$ cat src/rtl/mips_pkg.sv
// Shared constants and the fetch-action encoding used by the IF stage.
package mips_pkg;

    localparam int unsigned INSTR_W    = 32;
    localparam int unsigned WORD_SHIFT = 2;

    localparam logic [INSTR_W-1:0] MIPS_NOP = 32'h0;

    typedef enum logic [1:0] {
        FETCH,
        HOLD,
        REDIRECT,
        FAULT
    } fetch_action_e;

endpackage

$ cat src/rtl/mips_next_pc_sel.sv
// Combinational next-PC selection for the IF stage: fault > redirect > stall > sequential.
module mips_next_pc_sel
    import mips_pkg::*;
#(
    parameter int unsigned IMEM_WORDS = 2048
) (
    input  logic [INSTR_W-1:0] pc,
    input  logic               stall,
    input  logic               branch_taken,
    input  logic [INSTR_W-1:0] branch_target,
    input  logic               jump,
    input  logic [INSTR_W-1:0] jump_target,
    input  logic               fetch_fault,
    output logic [INSTR_W-1:0] next_pc,
    output fetch_action_e      action,
    output logic               fault_det
);

    // One extra bit so the byte limit stays exact for any IMEM_WORDS.
    localparam logic [INSTR_W:0] IMEM_BYTES = 33'(IMEM_WORDS) << WORD_SHIFT;

    logic               redirect;
    logic [INSTR_W-1:0] cand;

    always_comb begin
        redirect  = branch_taken | jump;
        cand      = branch_taken ? branch_target :
                    jump         ? jump_target   : pc + 32'd4;
        next_pc   = pc;
        action    = HOLD;
        fault_det = 1'b0;
        if (!fetch_fault && (redirect || !stall)) begin
            fault_det = (cand[WORD_SHIFT-1:0] != '0) || ({1'b0, cand} >= IMEM_BYTES);
            next_pc   = cand;
            if (fault_det) begin
                action = FAULT;
            end else if (redirect) begin
                action = REDIRECT;
            end else begin
                action = FETCH;
            end
        end
    end

endmodule

$ cat src/rtl/mips_fetch_stage.sv
// MIPS IF stage: PC register, IF/ID pipeline register, perf counters and sticky fetch fault.
module mips_fetch_stage
    import mips_pkg::*;
#(
    parameter logic [31:0] RESET_PC   = 32'h0000_0000,
    parameter int unsigned IMEM_WORDS = 2048,
    parameter int unsigned CNT_W      = 32
) (
    input  logic               clk,
    input  logic               rst,
    input  logic               stall,
    input  logic               branch_taken,
    input  logic [31:0]        branch_target,
    input  logic               jump,
    input  logic [31:0]        jump_target,
    output logic               imem_memread,
    output logic [31:0]        imem_address,
    input  logic [31:0]        imem_readdata,
    output logic [31:0]        if_id_instr,
    output logic [31:0]        if_id_pc4,
    output logic               if_id_valid,
    output logic               fetch_fault,
    output logic [CNT_W-1:0]   fetch_count,
    output logic [CNT_W-1:0]   stall_count
);

    logic [31:0]   pc_q;
    logic [31:0]   next_pc;
    fetch_action_e action;
    logic          fault_det;
    logic          capture;
    logic          flush;
    logic          hold;

    mips_next_pc_sel #(
        .IMEM_WORDS(IMEM_WORDS)
    ) u_next_pc_sel (
        .pc           (pc_q),
        .stall        (stall),
        .branch_taken (branch_taken),
        .branch_target(branch_target),
        .jump         (jump),
        .jump_target  (jump_target),
        .fetch_fault  (fetch_fault),
        .next_pc      (next_pc),
        .action       (action),
        .fault_det    (fault_det)
    );

    assign imem_address = pc_q;
    assign imem_memread = ~fetch_fault;

    // A sequential step past the end still captures the last legal word; only the
    // wrapped PC is faulty. A faulting redirect discards the wrong-path fetch.
    always_comb begin
        capture = 1'b0;
        flush   = 1'b0;
        hold    = 1'b0;
        if (!fetch_fault) begin
            unique case (action)
                FETCH:    capture = 1'b1;
                HOLD:     hold    = 1'b1;
                REDIRECT: flush   = 1'b1;
                FAULT: begin
                    capture = ~(branch_taken | jump);
                    flush   = branch_taken | jump;
                end
            endcase
        end
    end

    always_ff @(posedge clk or posedge rst) begin
        if (rst) begin
            pc_q        <= RESET_PC;
            if_id_instr <= MIPS_NOP;
            if_id_pc4   <= '0;
            if_id_valid <= 1'b0;
            fetch_fault <= 1'b0;
            fetch_count <= '0;
            stall_count <= '0;
        end else begin
            if (capture || flush) begin
                pc_q <= next_pc;
            end
            if (fault_det && !fetch_fault) begin
                fetch_fault <= 1'b1;
            end
            if (capture) begin
                if_id_instr <= imem_readdata;
                if_id_pc4   <= pc_q + 32'd4;
                if_id_valid <= 1'b1;
                if (!(&fetch_count)) begin
                    fetch_count <= fetch_count + CNT_W'(1);
                end
            end
            if (flush) begin
                if_id_instr <= MIPS_NOP;
                if_id_pc4   <= '0;
                if_id_valid <= 1'b0;
            end
            if (hold && !(&stall_count)) begin
                stall_count <= stall_count + CNT_W'(1);
            end
        end
    end

endmodule

$ cat config.mk
export PLATFORM = sky130hd
export DESIGN_NAME = mips_fetch_stage
export DESIGN_NICKNAME = d
export VERILOG_FILES = /design/src/rtl/mips_pkg.sv /design/src/rtl/mips_next_pc_sel.sv /design/src/rtl/mips_fetch_stage.sv
export SDC_FILE = /design/constraint.sdc
export NUM_CORES = 1
export LEC_CHECK = 0
export CAP_MARGIN = 10
export CORE_ASPECT_RATIO = 1.1
export CORE_MARGIN = 3
export CORE_UTILIZATION = 42
export CTS_CLUSTER_SIZE = 40
export DETAILED_ROUTE_END_ITERATION = 8
export HOLD_SLACK_MARGIN = 0.02
export PLACE_DENSITY = 0.77
export SYNTH_ARGS = -nofsm -noshare
export SYNTH_HDL_FRONTEND = slang
export SYNTH_SLANG_ARGS = --single-unit
$ cat constraint.sdc
create_clock -name clk -period 5.44 [get_ports clk]
set_input_delay 1.088 -clock clk [delete_from_list [all_inputs] [get_ports clk]]
set_output_delay 1.088 -clock clk [all_outputs]
set_load 0.1 [all_outputs]
==> reports/metrics.cfg <==
[cts]
holdBufCountCts = 0
cts-htree-levels = 4
ctsLongestPathBuffers = 2
cts.sinks = 162
root_buffer = clkbuf_16
tritoncts = done
ctsResizeCount = 0
post_cts_buffers = 0
clk_latency_ns = 0.42
cts.clk_slew.worst_paths_ns = 0.07
numCtsBuffers = 17

[placement]
hpwl_mm = 17.8
place_congestion = 0.900
port_buffers = 263

[yosys]
synth_xor_xnor_area_share_pct = 9.55
syn_area_per_cell_sq_um = 9.63
synth_area_leaders = dfrtp_1 51%, nand2_1 8.7%, xnor2_1 5.6%
synthSimpleGateAreaFrac_pct = 24.8
synth_most_common_cell = nand2_1
synth_mux_area_share_pct = 2.05
post-synth-top-area-fraction_pct = 50.8
synthCells = 829
ys_types = 61
yosys_warnings = 0
yosys.area.top_type = dfrtp_1
ys_seq_area_share_pct = 50.8
synth_nets = 933
synth-main-ff-cell = dfrtp_1
synth_edf_count = 0
synth_compound_area_share_pct = 9.25
syn-cell-area_sq_um = 7980
synthArstFlopShare_pct = 100
synth_seq_cells = 162
synthAdderAreaFrac_pct = 0.470
ys_top_cells_by_count = 184 x nand2_1, 162 x dfrtp_1, 70 x nand3_1
synth_top_family_by_area = simple AND/OR/NAND/NOR gates

[timing]
skew_ns = 0.0111
setup_viol = 0
hold_ws_ns = 0.465
worst_pin_slew_ns = 1.11
slew_violations = 0
grt_setup_unrepaired = no
fmax_mhz = 262
hold_viol_final = 0
post-route-period-util_pct = 70.1
timing.final.crit_period_ns = 3.81
fin_tns_setup_ns = 0
slew-limit-headroom_pct = 26.0

[power_and_ir_drop]
power.density_nw_per_um2 = 268
ir_worst_vdd_uv = 205
leakage_uw = 0.00507

[critical_path]
end_kind = flip-flop
critPathTopFamily = buffers and inverters
cp_max_fo = 28
crit_path_max_incr_delay_ns = 0.85
critPathKind = primary input to flip-flop
cp-startpoint = jump
crit_arrival_ns = 4.09
cp_slowest_cell = clkdlybuf4s50_1
worst_setup_path_start_kind = primary input
cp_cell_sequence = clkdlybuf4s50_1 -> inv_2 -> and3_1 -> mux2_2 -> a221oi_1 -> o311ai_0 -> or3_1 -> nor4b_2 -> a31oi_1
timing.critical_path.buf_inv = 2
crit_required_ns = 5.72
r2r_start = imem_address[2]$_DFFE_PP0P_

[drt]
viasPerCell = 5.31
drc = 0
drt-total-wl_mm = 24.8
firstDrtPassIters = 5
wl_per_cell_um = 18.5
vias = 7127
ant_nets = 0
drt_iter0_drc = 485

[floorplan]
rows = 52
initial_core_util_pct = 43.0
die-area_sq_um = 20700
io_pins = 264
fp.dieH_um = 151
die_x_um = 137
design.core.area_sq_um = 18500

[global_route]
grt_pass1_wl_mm = 38.0
grt_pass1_vias = 7127
antenna_found_initial = 4
grt_overflow_total = 0
grt_max_degree = 108
grt_use_total_pct = 23.5

[layout]
layout-drive-gt1-share_pct = 6.66
area_growth_pct = 43.5
final_nets = 1188

[status]
run_status = complete, no violations

[flow_run]
maxCapViolations = 0

[hold_path]
worstHoldStart = if_id_pc4[1]$_DFFE_PP0P_
min_path_type = flip-flop to flip-flop

-- where the power goes --
part / switching [uW] / leakage, uW / internal [uW]
sequential: 38.6 / 0.00217 / 1240
combinational: 389 / 0.00261 / 164
clock: 512 / 0.000292 / 729
total: 940 / 0.00507 / 2130
-- registers in the layout, summed over array words and instances, names as in the netlist --
register and flops:
fetch_count 32, if_id_instr 32, if_id_pc4 32, imem_address 32
stall_count 32, fetch_fault 1, if_id_valid 1
-- layout make-up --
cell class	instances	area, sq um
clock inverter	14	179
antenna	2	5.00
sequential	162	4050
fill	1603	7090
tap	243	304
clock buffer	17	425
inverter	19	75.1
timing repair buffer	271	2710
multi-input combinational	613	3700
-- per-layer routing --
metal  vias up  routed length [um]  GRT usage [%]
met2       286               11800           38.5
met1      3406                9960           28.6
met4         6                 588           8.18
li1       3384                   -              -
met5         -                  36              0
met3        45                2360           8.22
-- cell families after synthesis --
group	after synthesis
buffers and inverters	54
AND/OR/NAND/NOR	398
AO/OA/AOI/OAI	109
flip-flops	162
adder cells (fa/ha/maj)	3
multiplexers	16
XOR/XNOR	87
-- through the flow --
stage               setup slack [ns]  total power (uW)  cell area [sq um]  utilization, %  std cells
global route                    1.41              3180              11400            61.7       1340
CTS                             1.67              3100              11400            61.7       1339
global placement                1.26              1850              10800            58.5       1308
detailed placement              1.23              1850              10800            58.5       1308
finish                          1.63              3070              11500            61.8       1341
floorplan                       2.02              1650               7990               -        829
-- final timing paths --
path | to | slack (ns) | cells after the start
worst min-delay path | if_id_pc4[1]$_DFFE_PP0P_ | 0.47 | 2
worst max register to register | fetch_fault$_DFFE_PP0P_ | 2.38 | 9
min in group asynchronous | if_id_instr[24]$_DFFE_PP0P_ | 0.94 | 2
worst max-delay path | fetch_fault$_DFFE_PP0P_ | 1.63 | 9
max in group asynchronous | imem_address[1]$_DFFE_PP0P_ | 3.47 | 3
worst min register to register | if_id_pc4[1]$_DFFE_PP0P_ | 0.47 | 2
-- cell usage in the layout (no fill, tap or decap), drive strengths merged, types with 5 or more instances in the layout --
master	Yosys	final
and4	12	12
clkdlybuf4s50	0	263
a31oi	7	7
nand2	184	184
xnor2	51	51
buf	9	8
nor3	17	17
nand3	72	72
dfrtp	162	162
nand4	19	19
o21ai	45	45
o21a	5	5
and2	6	6
clkbuf	26	17
and3	15	15
a22o	15	15
mux2i	13	13
nor4	12	12
xor2	36	36
a21oi	10	10
inv	19	23
nor2	50	50
-- worst min-delay path, cell delays in order, from the launching register on --
cell     delay [ns]
dfrtp_1        0.34
nand2_1        0.05
nand2_1        0.05
Note: power is estimated with default switching activity, not from simulation.
